### config.mk
export PLATFORM = sky130hd
export DESIGN_NAME = fetch_stage
export DESIGN_NICKNAME = d
export VERILOG_FILES = /design/src/rtl/fetch_stage.sv
export SDC_FILE = /design/constraint.sdc
export NUM_CORES = 1
export LEC_CHECK = 0
export BUFFER_PORTS_ARGS = -buffer_cell sky130_fd_sc_hd__clkbuf_2
export CORE_ASPECT_RATIO = 0.8
export CORE_MARGIN = 4
export CORE_UTILIZATION = 51
export CTS_BUF_LIST = sky130_fd_sc_hd__clkbuf_4 sky130_fd_sc_hd__clkbuf_8
export DETAILED_ROUTE_END_ITERATION = 8
export MAX_ROUTING_LAYER = met4
export PLACE_DENSITY = 0.83
export SYNTH_ARGS = -nofsm -noshare
export SYNTH_HDL_FRONTEND = slang
export SYNTH_SLANG_ARGS = --single-unit
### constraint.sdc
create_clock -name CLK -period 2.65 [get_ports CLK]
set_input_delay 0.1325 -clock CLK [delete_from_list [all_inputs] [get_ports CLK]]
set_output_delay 0.1325 -clock CLK [all_outputs]
set_load 0.01 [all_outputs]
### src/rtl/fetch_stage.sv
// IF stage: owns the program counter, drives INST_ADDR and loads the IF/ID register.
// Optional performance counters (FETCH_CNT, BUBBLE_CNT) exist when IF_PERF_CNT_EN is defined.
module fetch_stage #(
  parameter logic [31:0] RESET_PC = 32'h0000_0000,
  parameter logic [31:0] NOP_INST = 32'h0000_0000
) (
  input  logic        CLK,
  input  logic        NRST,
  output logic [31:0] INST_ADDR,
  input  logic [31:0] INST,
  input  logic        INST_RDY,
  input  logic        STALL,
  input  logic        FLUSH,
  input  logic        REDIRECT,
  input  logic [31:0] REDIRECT_PC,
  output logic [31:0] ID_INST,
  output logic [31:0] ID_PC4,
  output logic        ID_VALID
`ifdef IF_PERF_CNT_EN
  ,
  output logic [31:0] FETCH_CNT,
  output logic [31:0] BUBBLE_CNT
`endif
);

  logic [31:0] pc_q;
  logic [31:0] pc_d;
  logic [31:0] pc4;
  logic        load_inst;
  logic        load_bubble;

  assign pc4       = pc_q + 32'd4;
  assign INST_ADDR = pc_q;

  // Priority: redirect, flush, stall, wait state, normal fetch.
  always_comb begin
    pc_d        = pc_q;
    load_inst   = 1'b0;
    load_bubble = 1'b0;
    if (REDIRECT) begin
      pc_d        = {REDIRECT_PC[31:2], 2'b00};
      load_bubble = 1'b1;
    end else if (FLUSH) begin
      load_bubble = 1'b1;
      if (INST_RDY && !STALL) pc_d = pc4;
    end else if (STALL) begin
      pc_d = pc_q;
    end else if (!INST_RDY) begin
      load_bubble = 1'b1;
    end else begin
      load_inst = 1'b1;
      pc_d      = pc4;
    end
  end

  always_ff @(posedge CLK or negedge NRST) begin
    if (!NRST) begin
      pc_q     <= RESET_PC;
      ID_INST  <= NOP_INST;
      ID_PC4   <= '0;
      ID_VALID <= 1'b0;
    end else begin
      pc_q <= pc_d;
      if (load_bubble) begin
        ID_INST  <= NOP_INST;
        ID_PC4   <= '0;
        ID_VALID <= 1'b0;
      end else if (load_inst) begin
        ID_INST  <= INST;
        ID_PC4   <= pc4;
        ID_VALID <= 1'b1;
      end
    end
  end

`ifdef IF_PERF_CNT_EN
  always_ff @(posedge CLK or negedge NRST) begin
    if (!NRST) begin
      FETCH_CNT  <= '0;
      BUBBLE_CNT <= '0;
    end else begin
      if (load_inst)   FETCH_CNT  <= FETCH_CNT + 32'd1;
      if (load_bubble) BUBBLE_CNT <= BUBBLE_CNT + 32'd1;
    end
  end
`endif

endmodule
==> results.md <==
- The worst IR drop on VDD is ~0.37 mV.
- The type of origin of the critical path is a register.
- For this run, the top clock speed supported by timing is between 400 and 500 MHz.
- The parity-gate share of the synthesized area counting xor and xnor cells is a little over a tenth.
- The root cell of the clock tree is sky130_fd_sc_hd__clkbuf_8.
- The share of the synthesized area in the top cell type is a little over half.
- The share of final-layout standard cells stronger than drive strength 1 is 30.9%.
- The number of nets in the final layout is ~700.
- The critical path in this run is classified as reg2reg.
- The H-tree depth is 3.
- The count of state elements after synthesis is 93.
- The leakage power summed over all cells is between 2 and 3 nW.
- The data arrival time of the worst path is between 2 and 2.5 ns.
- After synthesis, flip-flops and latches occupy a little over half of the total area.
- The part of the total power dissipated in combinational logic is 14.2%.
- The number of fill cells in the layout is 593.
- The global-route wire length before repair is 20.9 mm.
- After routing, the total negative slack on setup checks comes to 0 ns.
- The worst hold-check path type is in2reg.
- For this design the ratio of total power to cell area is 509 mW/mm^2.
- The library cell occupying the most area in the post-synthesis netlist is sky130_fd_sc_hd__dfrtp_1.
- The first detailed-routing pass took 5 iterations.
- 0 antenna diodes ended up in the layout.
- Setup violations remaining at the end of the flow were counted as 0.
- In the synthesized netlist, the cells that appear most often are 93 x sky130_fd_sc_hd__dfrtp_1, 68 x sky130_fd_sc_hd__nand2_1, 54 x sky130_fd_sc_hd__o21ai_0.
- The warning count from the yosys run is 0.
- The core footprint is just over 0.008 sq mm.
- The initial antenna violation count is 0.
- The tree built by TritonCTS fans out to 93 sinks.
- The clock reaches the later pin of the worst-skew pair after between 0.3 and 0.4 ns.
- In this run the deepest clock path goes through 2 buffers.
- The critical register-to-register path startpoint is INST_ADDR[2].
- The final number of max-transition violations is 0.
- The overall routing resource usage is 26.4%.
- At the end of routability-driven placement, the weighted congestion stood at 0.865.
- The adder-cell share of the synthesized area is less than 1%.
- The most critical setup path has its startpoint at INST_ADDR[2].
- Of the total power, registers draw 52.4%.
- Yosys attributes the largest share of cell area to sky130_fd_sc_hd__dfrtp_1 53%, sky130_fd_sc_hd__xnor2_1 8.2%, sky130_fd_sc_hd__a22o_1 7.0%, sky130_fd_sc_hd__o21ai_0 6.2%, sky130_fd_sc_hd__nand2_1 5.8%.
- Once detail routing completed, the nets flagged for antenna violations numbered 0.
- The number of I/O port buffers is 160.
- Each instance of the synthesized netlist takes up on average 10.1 sq um.
- The area of the mapped netlist is approximately 0.0044 sq mm.
- The flow ran to the end, and the final reports show no timing, DRC or antenna violations.
- The final routed wire length divided by cell count is 17.2 um.
- The final worst-path cycle share is ~86%.
- In this run, CTS created clock tree buffers numbering 9.
- The largest fanout on the critical path is 9.
- The number of failing hold endpoints at the final stage is 0.
- The portion of netlist area occupied by mux cells is less than 1%.
- The number of primary I/O pins is ~170.
- The total vias in the final route is about 4,000.
- The switching power of the nets is between 0.7 and 0.8 mW.
- The area occupied by registers is about 0.0023 sq mm.
- The HPWL after detailed placement is between 8 and 9 mm.
- The maximum number of pins on one net before global-route repair is 54.
- The number of distinct library cells after synthesis is 40.
- Measured along the y axis, the die boundary spans approximately 91 um.
- The most common flop cell mapped by yosys is sky130_fd_sc_hd__dfrtp_1.
- By area, the combinational part of the netlist is dominated by simple AND/OR/NAND/NOR gates.
- Compared with the post-synthesis result, the final layout area differs by 34.5%.
- The clock tree from TritonCTS is done.
- The number of global-route vias before repair came to just over 4,000.
- After Yosys synthesis, and, or, nand and nor cells account for between 10% and 20% of the synthesized area.
- STA puts the critical path data required time at ~2.9 ns.
- The type of destination of the critical path is a register.
- The total number of placement rows is 29.
- The headroom to the max-slew limit is 54.4%.
- The design draws ~3.0 mW.
- The die covers approximately 0.010 sq mm.
- The internal portion of the total power is between 2 and 2.5 mW.
- At the pin with the least slew margin, the transition time is between 0.6 and 0.7 ns.
- The share of total power dissipated in the clock network is 33.4%.
- Summing the areas of all compound-gate instances in the mapped netlist gives between 10% and 20% of the synthesized area.
- The switching power as a share of total power is 25.7%.
- Across the run, the number of max-cap violations was 0.
- Setup repair after global routing left no endpoint under its margin.
- For the final database, setup skew stands at just over 0.01 ns.
- The number of DRC violations after detailed routing is 0.
- The final critical delay including setup and external delays is 2.27 ns.
- The post-synthesis instance total is 433.
- In this run the worst setup path terminates at ID_PC4[22].
- The remaining global-route overflow is 0.
- The endpoint identified for the worst register-to-register timing path is ID_PC4[22].
- The setup slack on the worst flop-to-flop path is around 0.38 ns.
- Among all cell types in the netlist, the one instantiated most often is sky130_fd_sc_hd__dfrtp_1.
- The total wire length after detailed routing is around 13 mm.
- The number of vias per cell is 5.43.
- For this run, the share of the core covered by cells in the final layout is between 70 and 80%.
- For this configuration, the core starts out at a cell density of between 50% and 60%.
- Yosys mapped a number of flops with a built-in enable equal to 0.
- The area occupied by multi-input gates is 0.00189 sq mm.
- The async set or reset register ratio after synthesis is 100%.
- After clock tree synthesis, the clock-pin slew on the worst setup and hold paths is 0.09 ns.
- Counting cells, the worst reg-to-reg path comes to 6.
- The number of DRC markers in iteration 0 is between 300 and 400.
- The die is around 110 um wide.
metal layers:
layer | GRT usage [%] | vias up | share of wire [%]
met4 | 8.71 | 0 | 2.1
met2 | 41.7 | 212 | 47
met5 | - | - | 0
met1 | 34.0 | 1867 | 43
li1 | - | 1878 | -
met3 | 5.69 | 32 | 7.7
state kept, by name (all words and copies together) (netlist names):
register   flops
INST_ADDR     30
ID_INST       32
ID_PC4        30
ID_VALID       1
cell families after synthesis:
group,after synthesis
XOR/XNOR,54
AND/OR/NAND/NOR,151
other,1
AO/OA/AOI/OAI,93
adder cells (fa/ha/maj),1
buffers and inverters,39
multiplexers,1
flip-flops,93
how the worst min path moves through the flow:
stage,depth (start not counted),from,endpoint,slack [ns]
2_1_floorplan,0,NRST,ID_INST[0],-0.16
3_3_place_gp,1,NRST,ID_INST[15],0.21
3_5_place_dp,1,NRST,ID_INST[21],0.22
4_1_cts,2,INST[17],ID_INST[17],0.001
5_1_grt,2,INST[16],ID_INST[16],0.0002
6_report,3,REDIRECT_PC[30],INST_ADDR[30],0.02
power by group through the flow:
stage          combinational, mW  clock (mW)  sequential, mW
3_3_place_gp               0.364           0            1.59
2_1_floorplan              0.175           0            1.60
6_report                   0.426        1.00            1.57
5_1_grt                    0.469        1.09            1.59
4_1_cts                    0.425        1.03            1.57
3_5_place_dp               0.372           0            1.60
stage by stage:
stage          setup WS, ns  hold WS, ns  instances  instance area (sq um)
2_1_floorplan         0.720       -0.163        436                   4390
3_3_place_gp          0.498        0.210        678                   5260
3_5_place_dp          0.453        0.216        678                   5260
4_1_cts               0.428     0.000989        735                   5900
5_1_grt               0.174     0.000231        735                   5900
6_report              0.376       0.0187        735                   5900
critical path, cell delays in order, from the launching register on:
cell and delay (ns):
sky130_fd_sc_hd__dfrtp_1 0.47, sky130_fd_sc_hd__ha_1 0.27, sky130_fd_sc_hd__and4_1 0.45, sky130_fd_sc_hd__nand4_1 0.39, sky130_fd_sc_hd__nor2_1 0.31, sky130_fd_sc_hd__xnor2_1 0.16
sky130_fd_sc_hd__o21ai_0 0.10
timing repair:
action	CTS	global route
hold endpoints to repair	93	0
hold buffers	43	0
setup endpoints to repair	0	0
setup buffers	0	0
gates resized for setup	0	0
placed cells by master, fill, tap and decap left out, drive strengths merged:
cell and count:
and2 2, a22o 35, or4 2, o21ai 54, dfrtp 93, nand2b 2, xor2 13, conb 4
buf 10, clkinv 2, inv 4, dlygate4sd3 43, nor4 6, o211ai 2, bufinv 2, nand4 9
xnor2 41, or3 3, a41oi 1, nor4b 1, nor3 17, nor3b 1, and4 4, nor2b 1
nor2 14, o31a 1, mux2i 1, ha 1, nand3 16, clkbuf 169, nand2 69, and3 2
or2 2
cell type report:
class	instances	share of cell area [%]
Clock inverter	4	1.25
Timing Repair Buffer	212	22.3
Sequential cell	93	39.5
Tap cell	108	2.29
Clock buffer	10	2.33
Multi-Input combinational cell	304	32.1
Inverter	4	0.255
Note: power is estimated with default switching activity, not from simulation.
